**src/rtl/muldiv_pkg.sv**
```systemverilog
// Shared definitions for the multiply/divide sequencer: operation codes,
// FSM state encoding, default unit latencies and the select decode helper.
package muldiv_pkg;

    // Default fixed latencies of the shared arithmetic units
    localparam int MULT_LAT_DEF = 32;
    localparam int DIV_LAT_DEF  = 32;
    // Counter must hold max(MULT_LAT, DIV_LAT) - 1
    localparam int CNT_W_DEF    = 6;

    // Operation requested by the main control FSM
    typedef enum logic [1:0] {
        OP_MULT = 2'b00,   // Hi/Lo <= A * B
        OP_DIV  = 2'b01,   // Hi/Lo <= A / B
        OP_DIVM = 2'b10,   // Hi/Lo <= RegDiv / MDR
        OP_RSVD = 2'b11    // not a valid request, ignored
    } op_e;

    // Sequencer states
    typedef enum logic [2:0] {
        ST_IDLE   = 3'd0,
        ST_LAUNCH = 3'd1,
        ST_WAIT   = 3'd2,
        ST_WRITE  = 3'd3,
        ST_EXC    = 3'd4
    } state_e;

    // Operand and result source selects driven while an operation is active
    typedef struct packed {
        logic div_src_a;   // 0 = RegDiv, 1 = RegA
        logic div_src_b;   // 0 = RegB,   1 = MDR
        logic hi_ctrl;     // 0 = divider Hi, 1 = multiplier Hi
        logic lo_ctrl;     // 0 = divider Lo, 1 = multiplier Lo
    } sel_t;

    // True for the operations that run on the divider
    function automatic logic is_div_op(input op_e op);
        return (op == OP_DIV) || (op == OP_DIVM);
    endfunction

    // Select pattern for a latched operation
    function automatic sel_t decode_sel(input op_e op);
        sel_t sel;
        sel = '0;
        case (op)
            OP_MULT: begin
                sel.hi_ctrl = 1'b1;
                sel.lo_ctrl = 1'b1;
            end
            OP_DIV: begin
                sel.div_src_a = 1'b1;
                sel.div_src_b = 1'b0;
            end
            OP_DIVM: begin
                sel.div_src_a = 1'b0;
                sel.div_src_b = 1'b1;
            end
            default: sel = '0;
        endcase
        return sel;
    endfunction

endpackage

```
**src/rtl/muldiv_lat_counter.sv**
```systemverilog
// Loadable down-counter used to time the fixed latency of the arithmetic
// units. Holds at zero once it gets there; zero flag is combinational.
module muldiv_lat_counter
    import muldiv_pkg::*;
#(
    parameter int CNT_W = CNT_W_DEF
) (
    input  logic             clk,
    input  logic             reset,
    input  logic             load,
    input  logic [CNT_W-1:0] load_value,
    input  logic             enable,
    output logic             zero
);

    logic [CNT_W-1:0] value_reg;

    // Load has priority over counting; counting stops at zero
    always_ff @(posedge clk or negedge reset) begin
        if (!reset) begin
            value_reg <= '0;
        end else if (load) begin
            value_reg <= load_value;
        end else if (enable && (value_reg != '0)) begin
            value_reg <= value_reg - 1'b1;
        end
    end

    // Terminal count flag
    always_comb begin
        zero = (value_reg == '0);
    end

endmodule

```
**src/rtl/muldiv_sequencer.sv**
```systemverilog
// Sequences the shared multiplier/divider for the main control FSM: issues
// the unit start pulse, holds the operand/result selects, waits the unit
// latency and then either loads Hi/Lo or raises a divide-by-zero exception.
module muldiv_sequencer
    import muldiv_pkg::*;
#(
    parameter int MULT_LAT = MULT_LAT_DEF,
    parameter int DIV_LAT  = DIV_LAT_DEF,
    parameter int CNT_W    = CNT_W_DEF
) (
    input  logic       clk,
    input  logic       reset,
    input  logic       start,
    input  logic [1:0] op,
    input  logic       cancel,
    input  logic       divzero,
    input  logic       hilo_rd_req,
    output logic       mult_ctrl,
    output logic       div_ctrl,
    output logic       div_src_a,
    output logic       div_src_b,
    output logic       hi_ctrl,
    output logic       lo_ctrl,
    output logic       hi_w,
    output logic       lo_w,
    output logic       busy,
    output logic       done,
    output logic       divzero_exc,
    output logic       hilo_stall
);

    // Counter reload values: LAUNCH loads LAT-1 so WAIT lasts exactly LAT cycles
    localparam logic [CNT_W-1:0] MULT_LOAD = CNT_W'(MULT_LAT - 1);
    localparam logic [CNT_W-1:0] DIV_LOAD  = CNT_W'(DIV_LAT - 1);

    state_e           state_reg;
    state_e           state_next;
    op_e              op_reg;
    op_e              op_in;
    logic             accept;
    logic             cnt_load;
    logic [CNT_W-1:0] cnt_load_value;
    logic             cnt_en;
    logic             cnt_zero;
    sel_t             sel;
    logic             active;

    assign op_in = op_e'(op);

    muldiv_lat_counter #(
        .CNT_W (CNT_W)
    ) u_lat_counter (
        .clk        (clk),
        .reset      (reset),
        .load       (cnt_load),
        .load_value (cnt_load_value),
        .enable     (cnt_en),
        .zero       (cnt_zero)
    );

    // State register
    always_ff @(posedge clk or negedge reset) begin
        if (!reset) begin
            state_reg <= ST_IDLE;
        end else begin
            state_reg <= state_next;
        end
    end

    // Latch the operation when a request is accepted so selects stay stable
    always_ff @(posedge clk or negedge reset) begin
        if (!reset) begin
            op_reg <= OP_MULT;
        end else if (accept) begin
            op_reg <= op_in;
        end
    end

    // Next-state logic and latency counter control
    always_comb begin
        state_next     = state_reg;
        accept         = 1'b0;
        cnt_load       = 1'b0;
        cnt_load_value = '0;
        cnt_en         = 1'b0;

        case (state_reg)
            ST_IDLE: begin
                // Reserved op is dropped silently; cancel has no meaning here
                if (start && (op_in != OP_RSVD)) begin
                    accept     = 1'b1;
                    state_next = ST_LAUNCH;
                end
            end
            ST_LAUNCH: begin
                cnt_load       = 1'b1;
                cnt_load_value = (op_reg == OP_MULT) ? MULT_LOAD : DIV_LOAD;
                state_next     = ST_WAIT;
            end
            ST_WAIT: begin
                // A divider fault wins over normal completion in the same cycle
                if (is_div_op(op_reg) && divzero) begin
                    state_next = ST_EXC;
                end else if (cnt_zero) begin
                    state_next = ST_WRITE;
                end else begin
                    cnt_en = 1'b1;
                end
            end
            ST_WRITE: begin
                // A start seen here is not queued; requester re-issues after done
                state_next = ST_IDLE;
            end
            ST_EXC: begin
                state_next = ST_IDLE;
            end
            default: begin
                state_next = ST_IDLE;
            end
        endcase

        // Abort from anywhere outside IDLE
        if ((state_reg != ST_IDLE) && cancel) begin
            state_next = ST_IDLE;
        end
    end

    // Output decode: pulses from state, selects from latched op, cancel gates side effects
    always_comb begin
        active      = (state_reg != ST_IDLE);
        busy        = active;
        mult_ctrl   = (state_reg == ST_LAUNCH) && (op_reg == OP_MULT);
        div_ctrl    = (state_reg == ST_LAUNCH) && is_div_op(op_reg);
        sel         = active ? decode_sel(op_reg) : '0;
        div_src_a   = sel.div_src_a;
        div_src_b   = sel.div_src_b;
        hi_ctrl     = sel.hi_ctrl;
        lo_ctrl     = sel.lo_ctrl;
        hi_w        = (state_reg == ST_WRITE) && !cancel;
        lo_w        = (state_reg == ST_WRITE) && !cancel;
        done        = (state_reg == ST_WRITE) && !cancel;
        divzero_exc = (state_reg == ST_EXC) && !cancel;
        // Hi/Lo are not valid until the cycle after WRITE
        hilo_stall  = hilo_rd_req && active;
    end

endmodule
```
**config.mk**
```make
export PLATFORM = sky130hd
export DESIGN_NAME = muldiv_sequencer
export DESIGN_NICKNAME = d
export VERILOG_FILES = /design/src/rtl/muldiv_pkg.sv /design/src/rtl/muldiv_lat_counter.sv /design/src/rtl/muldiv_sequencer.sv
export SDC_FILE = /design/constraint.sdc
export NUM_CORES = 1
export LEC_CHECK = 0
export BUFFER_PORTS_ARGS = -buffer_cell sky130_fd_sc_hd__buf_2
export CAP_MARGIN = 10
export CORE_MARGIN = 5
export CORE_UTILIZATION = 45
export CTS_CLUSTER_SIZE = 16
export DETAILED_ROUTE_END_ITERATION = 10
export PLACE_DENSITY_LB_ADDON = 0.25
export SYNTH_ARGS = -nofsm -noshare
export SYNTH_HDL_FRONTEND = slang
export SYNTH_HIERARCHICAL = 1
export SYNTH_SLANG_ARGS = --single-unit
```
**constraint.sdc**
```tcl
create_clock -name clk -period 2.1 [get_ports clk]
set_input_delay 0.105 -clock clk [delete_from_list [all_inputs] [get_ports clk]]
set_output_delay 0.105 -clock clk [all_outputs]
set_load 0.01 [all_outputs]
```
==> results of run 1 <==
-- timing repair --
action | 4_1_cts | 5_1_grt
buffers inserted | 0 | 2
hold endpoints to repair | 11 | 0
resized for setup | 0 | 6
setup endpoints to repair | 0 | 2
hold buffers | 1 | 0
-- per-stage QoR --
step | TNS (ns) | total power [mW] | hold WS (ns) | instance area [sq um] | worst slack (ns)
after global routing | -0.0732 | 1.21 | 0.145 | 1030 | -0.0732
final | 0 | 1.11 | 0.114 | 1030 | 0.0511
after CTS | 0 | 1.05 | 0.108 | 986 | 0.000163
after detailed placement | 0 | 0.894 | -0.00340 | 950 | 0.0230
after floorplan | 0 | 0.676 | -0.191 | 782 | 0.0390
after global placement | 0 | 0.878 | -0.00447 | 950 | 0.0418
-- placed cells by master (no fill, tap or decap), drive strengths merged, types with 3 or more instances in the layout --
master | Yosys | layout
a21oi | 4 | 4
buf | 5 | 32
clkbuf | 0 | 4
dfrtp | 11 | 11
ha | 5 | 5
inv | 8 | 8
nand2 | 5 | 5
nand2b | 3 | 3
nor2 | 8 | 8
nor2b | 4 | 4
or3b | 3 | 3
or4 | 3 | 3
-- layout make-up --
type	count	area, sq um	area share, %
clock buffer	4	26.3	2.55
inverter	8	30.0	2.92
timing repair buffer	33	203	19.7
multi-input combinational	63	473	46.0
tap	17	21.3	2.07
sequential	11	275	26.8
-- power groups by stage --
stage | Combinational [mW] | Sequential (mW) | Clock [mW]
2_1_floorplan | 0.339 | 0.337 | 0
3_3_place_gp | 0.539 | 0.339 | 0
3_5_place_dp | 0.553 | 0.340 | 0
4_1_cts | 0.558 | 0.336 | 0.158
5_1_grt | 0.700 | 0.350 | 0.162
6_report | 0.623 | 0.339 | 0.149
-- worst reg2reg max path, delay by kind of cell, from the launching register on --
| kind | cells | cell delay, ns |
|---|---|---|
| AOI/OAI and AO/OA | 1 | 0.16 |
| adders and majority gates | 1 | 0.17 |
| buffers and inverters | 2 | 0.14 |
| DFF | 1 | 0.39 |
| and+or+nand+nor | 5 | 1.11 |
-- cell families after synthesis --
| kind of cell | synth area share (%) |
|---|---|
| adder cells (fa/ha/maj) | 8.16 |
| other | 0.489 |
| AO/OA/AOI/OAI | 17.5 |
| flip-flops | 35.9 |
| AND/OR/NAND/NOR | 30.0 |
| buffers and inverters | 7.99 |
-- per-layer routing --
layer  share of wire, %  wire (um)  up-vias  global-route usage [%]
met2                 48        847       12                    26.0
met5                  0          0        -                       0
met4               0.34          6        0                    5.24
met3                4.0         70        2                    2.92
met1                 48        840      335                    19.7
li1                   -          -      371                       -
-- path summary, 6_finish.rpt --
path | start | endpoint | slack [ns] | depth (start not counted)
max | u_lat_counter/value_reg[0]$_DFFE_PN0P_ | u_lat_counter/value_reg[3]$_DFFE_PN0P_ | 0.05 | 9
max in group asynchronous | reset | u_lat_counter/value_reg[0]$_DFFE_PN0P_ | 1.64 | 2
min | op[1] | op_reg[1]$_DFFE_PN0P_ | 0.11 | 3
min in group asynchronous | reset | u_lat_counter/value_reg[5]$_DFFE_PN0P_ | 0.24 | 2
max reg2reg | u_lat_counter/value_reg[0]$_DFFE_PN0P_ | u_lat_counter/value_reg[3]$_DFFE_PN0P_ | 0.05 | 9
min reg2reg | u_lat_counter/value_reg[4]$_DFFE_PN0P_ | u_lat_counter/value_reg[4]$_DFFE_PN0P_ | 0.56 | 2
==> flow_summary_export.csv, run 1 <==
group,metric,value,unit
outcome,outcome,"complete, no violations",
logic_synthesis,synthFlopType,"dfrtp_1",
floorplanning,die-area,2630,sq um
power,ir_drop,0.000585,V
timing,max-slew-margin-rel,62.5,%
power,p_per_area,1080,nW/um^2
clocking,cts_buffer_depth,2,
logic_synthesis,yosys_warnings,6,
setup_path,crit_family,"simple AND/OR/NAND/NOR gates",
power,p_clk_share,13.4,%
timing,fin_crit,2.05,ns
timing,rsz0062_at_grt,"true",
clocking,clock-sinks,11,
clocking,cts_root_buf,"clkbuf_4",
timing,worst_pin_slew,0.559,ns
clocking,cts_tree,"built",
clocking,cts_buffers,3,
timing,slew_viol_final,0,
timing,fmax,488,MHz
timing,final-setup-viol-count,0,
logic_synthesis,mappedNetlistArea,767,sq um
global_route,grt_pass1_wl,3060,um
setup_path,crit_chain,"inv_2 -> ha_4 -> nand2b_4 -> nor2_2 -> inv_1 -> and4_4 -> or3b_4 -> or4_1 -> o211ai_1",
routing,drt_wl_total,1760,um
layout,final_util,61.6,%
logic_synthesis,synth_seq_cells,11,
floorplanning,row_count,15,
setup_path,cp.arrival,2.23,ns
floorplanning,die_w,51.3,um
min_path,hold_class,"in2reg",
global_route,grt_max_degree,12,
logic_synthesis,syn_avg_cell_area,8.82,sq um
logic_synthesis,synthArstFlopShare,100,%
routing,wire_per_inst,13.0,um
global_route,grt_pass1_vias,728,
clocking,clkTransAtPathRegs,0.08,ns
routing,viasPerCell,5.29,
routing,drc,0,
power,p_leak,0.501,nW
layout,fin_cells,136,
logic_synthesis,synth_cell_types,37,
global_route,grt.total_usage,15.4,%
floorplanning,pin_count,20,
power,pwr-share-comb,56.1,%
setup_path,max_stage_delay,0.40,ns
setup_path,crit_path_start_kind,"register",
logic_synthesis,synth_enable_flop_cells,0,
logic_synthesis,yosys-top-cells-area,"dfrtp_1 36%, ha_1 8.2%, inv_1 3.9%",
layout,fill_cells,151,
floorplanning,die_height,51.3,um
routing,vias,720,
routing,drtAntennaViolNets,0,
placed_design,dp_cells,129,
global_route,antenna_found_initial,0,
setup_path,slowest_stage,"or4_1",
placed_design,numPortBuffers,19,
setup_path,crit_required,2.28,ns
clocking,clk_latency,0.27,ns
placed_design,dp_hpwl,1340,um
power,swShare,38.9,%
layout,largest_register_ffs,6,
logic_synthesis,syn_inst,87,
timing,fin_skew,0.00788,ns
setup_path,worst-path-max-fanout,4,
layout,drive_gt1_share,40.3,%
floorplanning,coreArea,1670,sq um
job,drv_cap,0,
logic_synthesis,yosysMostFrequentCell,"dfrtp_1",
logic_synthesis,syn_nets,100,
setup_path,crit_buf_inv,2,
logic_synthesis,yosysTopAreaCellShare,35.9,%
power,p_switching,0.432,mW
global_route,overflow,0,
power,p_seq_share,30.6,%
floorplanning,initial_utilization,45.9,%
logic_synthesis,post-synth-top-area-cell,"dfrtp_1",
setup_path,critPathKind,"reg2reg",
timing,finalHoldViolCount,0,
logic_synthesis,synth_commonest_cells,"11 x dfrtp_1, 8 x inv_1, 8 x nor2_1",
timing,fin_crit_sh,97.6,%
routing,drt_iter0_drc,10,
setup_path,end_kind,"register",
power,p_int,0.679,mW
routing,dr.pass1.iters,4,
layout,diodes,0,
logic_synthesis,ys_seq_area_share,35.9,%
placed_design,place_congestion,0.775,
layout,area_delta_synth_final,34.1,%
layout,finalNetCount,133,
clocking,h-tree-depth,1,
(Power assumes the default switching activity.)
==> run 2, diff against run 1 <==
--- a/config.mk
+++ b/config.mk
@@ -8,8 +8,7 @@
 export BUFFER_PORTS_ARGS = -buffer_cell sky130_fd_sc_hd__buf_2
 export CAP_MARGIN = 10
 export CORE_MARGIN = 5
-export CORE_UTILIZATION = 45
-export CTS_CLUSTER_SIZE = 16
+export CORE_UTILIZATION = 50
 export DETAILED_ROUTE_END_ITERATION = 10
 export PLACE_DENSITY_LB_ADDON = 0.25
 export SYNTH_ARGS = -nofsm -noshare
==> constraint.sdc (replaced) <==
create_clock -name clk -period 2.05 [get_ports clk]
set_input_delay 0.1025 -clock clk [delete_from_list [all_inputs] [get_ports clk]]
set_output_delay 0.1025 -clock clk [all_outputs]
set_load 0.01 [all_outputs]
==> flow_summary_export.csv, run 2 (synthesis results as in run 1) <==
group,metric,value,unit
layout,area_delta_synth_final,39.0,%
layout,drive_gt1_share,43.5,%
clocking,h-tree-depth,1,
power,p_per_area,1100,nW/um^2
floorplanning,coreArea,1490,sq um
min_path,holdPathEnd,"op_reg[1]$_DFFE_PN0P_",
timing,worst_pin_slew,0.594,ns
min_path,hold_class,"in2reg",
setup_path,slowest_stage,"or4_4",
layout,diodes,0,
floorplanning,die-area,2420,sq um
setup_path,crit_start,"op_reg[1]$_DFFE_PN0P_",
clocking,clk_latency,0.27,ns
timing,tns,-0.0120,ns
setup_path,crit_required,2.24,ns
routing,drc,0,
layout,final_util,71.6,%
routing,drt_iter0_drc,13,
timing,slew_viol_final,0,
routing,drtAntennaViolNets,0,
timing,max-slew-margin-rel,60.2,%
clocking,cts_root_buf,"clkbuf_4",
timing,final-setup-viol-count,1,
layout,final_common_cell,"buf_2",
timing,finalHoldViolCount,0,
setup_path,r2r_slack,-0.01,ns
placed_design,dp_cells,130,
clocking,clkTransAtPathRegs,0.08,ns
layout,finalNetCount,138,
setup_path,r2r-end,"u_lat_counter/value_reg[3]$_DFFE_PN0P_",
routing,dr.pass1.iters,4,
routing,vias,772,
floorplanning,die_height,49.2,um
layout,layout_common_cells,"19 x buf_2, 18 x buf_4, 11 x dfrtp_1, 7 x nor2_1, 5 x nand2_1",
job,drv_cap,0,
timing,fmax,485,MHz
setup_path,reg2regPathDepth,7,
layout,fin_cells,140,
timing,fin_crit,2.06,ns
min_path,whs_path_depth,3,
timing,rsz0062_at_grt,"true",
global_route,overflow,0,
floorplanning,pin_count,20,
clocking,clock-sinks,11,
setup_path,reg2reg_from,"op_reg[1]$_DFFE_PN0P_",
clocking,cts_buffers,3,
setup_path,crit_chain,"inv_2 -> ha_4 -> nand2_1 -> and4_4 -> or3b_4 -> or4_4 -> o211ai_1",
setup_path,critPathKind,"reg2reg",
routing,wire_per_inst,13.3,um
global_route,antenna_found_initial,0,
timing,timing.final.ws_setup,-0.0120,ns
clocking,cts_buffer_depth,2,
setup_path,crit_path_start_kind,"register",
layout,largest_register_ffs,6,
placed_design,place_congestion,0.757,
setup_path,max_stage_delay,0.42,ns
setup_path,cp.arrival,2.25,ns
global_route,grt_max_degree,12,
clocking,cts_tree,"built",
routing,viasPerCell,5.51,
setup_path,crit_buf_inv,1,
power,ir_drop,0.000578,V
placed_design,dp_hpwl,1420,um
timing,fin_skew,0.00585,ns
power,p_leak,0.526,nW
outcome,outcome,"complete, but fails checks",
placed_design,numPortBuffers,19,
global_route,grt_pass1_vias,734,
setup_path,crit_family,"simple AND/OR/NAND/NOR gates",
timing,fin_crit_sh,101,%
setup_path,worst-path-max-fanout,4,
global_route,grt_pass1_wl,3060,um
floorplanning,row_count,14,
min_path,hp-start,"op[1]",
routing,drt_wl_total,1860,um
outcome,violations,"negative setup slack",
timing,timing.hold.ws,0.119,ns
global_route,grt.total_usage,15.6,%
setup_path,end_kind,"register",
floorplanning,die_w,49.2,um
floorplanning,initial_utilization,51.5,%
[run 2: cell types whose count changed in the layout (fill, tap and decap cells not counted)]
cell / change
buf_4: +5
inv_1: -1
inv_2: +1
nand2_1: +1
nand2_2: -1
or4_1: -1
or4_4: +1
[run 2: worst register-to-register path, stage by stage (launching register included)]
cell and delay [ns]:
dfrtp_1 0.40, inv_2 0.09, ha_4 0.20, nand2_1 0.08, and4_4 0.22, or3b_4 0.39, or4_4 0.42, o211ai_1 0.18
[run 2: cell type report]
class / instances / area, sq um
Timing Repair Buffer: 38 / 240
Sequential cell: 11 / 275
Tap cell: 16 / 20.0
Multi-Input combinational cell: 63 / 474
Clock buffer: 4 / 26.3
Inverter: 8 / 30.0
Fill cell: 122 / 423
[run 2: metrics by stage]
| step | area [sq um] | power [mW] | setup WS, ns |
|---|---|---|---|
| finish | 1070 | 1.18 | -0.0120 |
| global route | 1070 | 1.28 | -0.0879 |
| CTS | 1020 | 1.11 | 0.000757 |
| detailed placement | 973 | 0.945 | -0.000100 |
| global placement | 973 | 0.920 | 0.0315 |
| floorplan | 792 | 0.713 | 0.00501 |
[run 2: where the power goes]
group	internal, mW	switching [mW]
Clock	0.0753	0.0797
Sequential	0.290	0.0564
Combinational	0.355	0.320
Total	0.720	0.456
[run 2: what timing repair did]
action / in CTS / in global routing
buffers inserted: 1 / 4
setup endpoints to repair: 2 / 2
gates resized for setup: 0 / 4
endpoints found under the hold margin: 11 / 0
pin swaps: 3 / 5
hold buffers: 1 / 0
[run 2: layer usage]
| metal | vias up | part of all wire [%] | global-route usage (%) |
|---|---|---|---|
| met5 | - | 0 | 0 |
| met1 | 371 | 45 | 19.5 |
| met4 | 0 | 0.65 | 4.04 |
| li1 | 382 | - | - |
| met3 | 2 | 5.2 | 3.98 |
| met2 | 17 | 49 | 26.2 |
[run 2: worst max-delay path by stage]
stage	endpoint	slack, ns	cells past startpoint
2_1_floorplan	u_lat_counter/value_reg[3]$_DFFE_PN0P_	0.005	7
3_3_place_gp	u_lat_counter/value_reg[3]$_DFFE_PN0P_	0.03	7
3_5_place_dp	u_lat_counter/value_reg[3]$_DFFE_PN0P_	-0.0001	7
4_1_cts	u_lat_counter/value_reg[5]$_DFFE_PN0P_	0.0008	7
5_1_grt	u_lat_counter/value_reg[3]$_DFFE_PN0P_	-0.09	9
6_report	u_lat_counter/value_reg[3]$_DFFE_PN0P_	-0.01	7
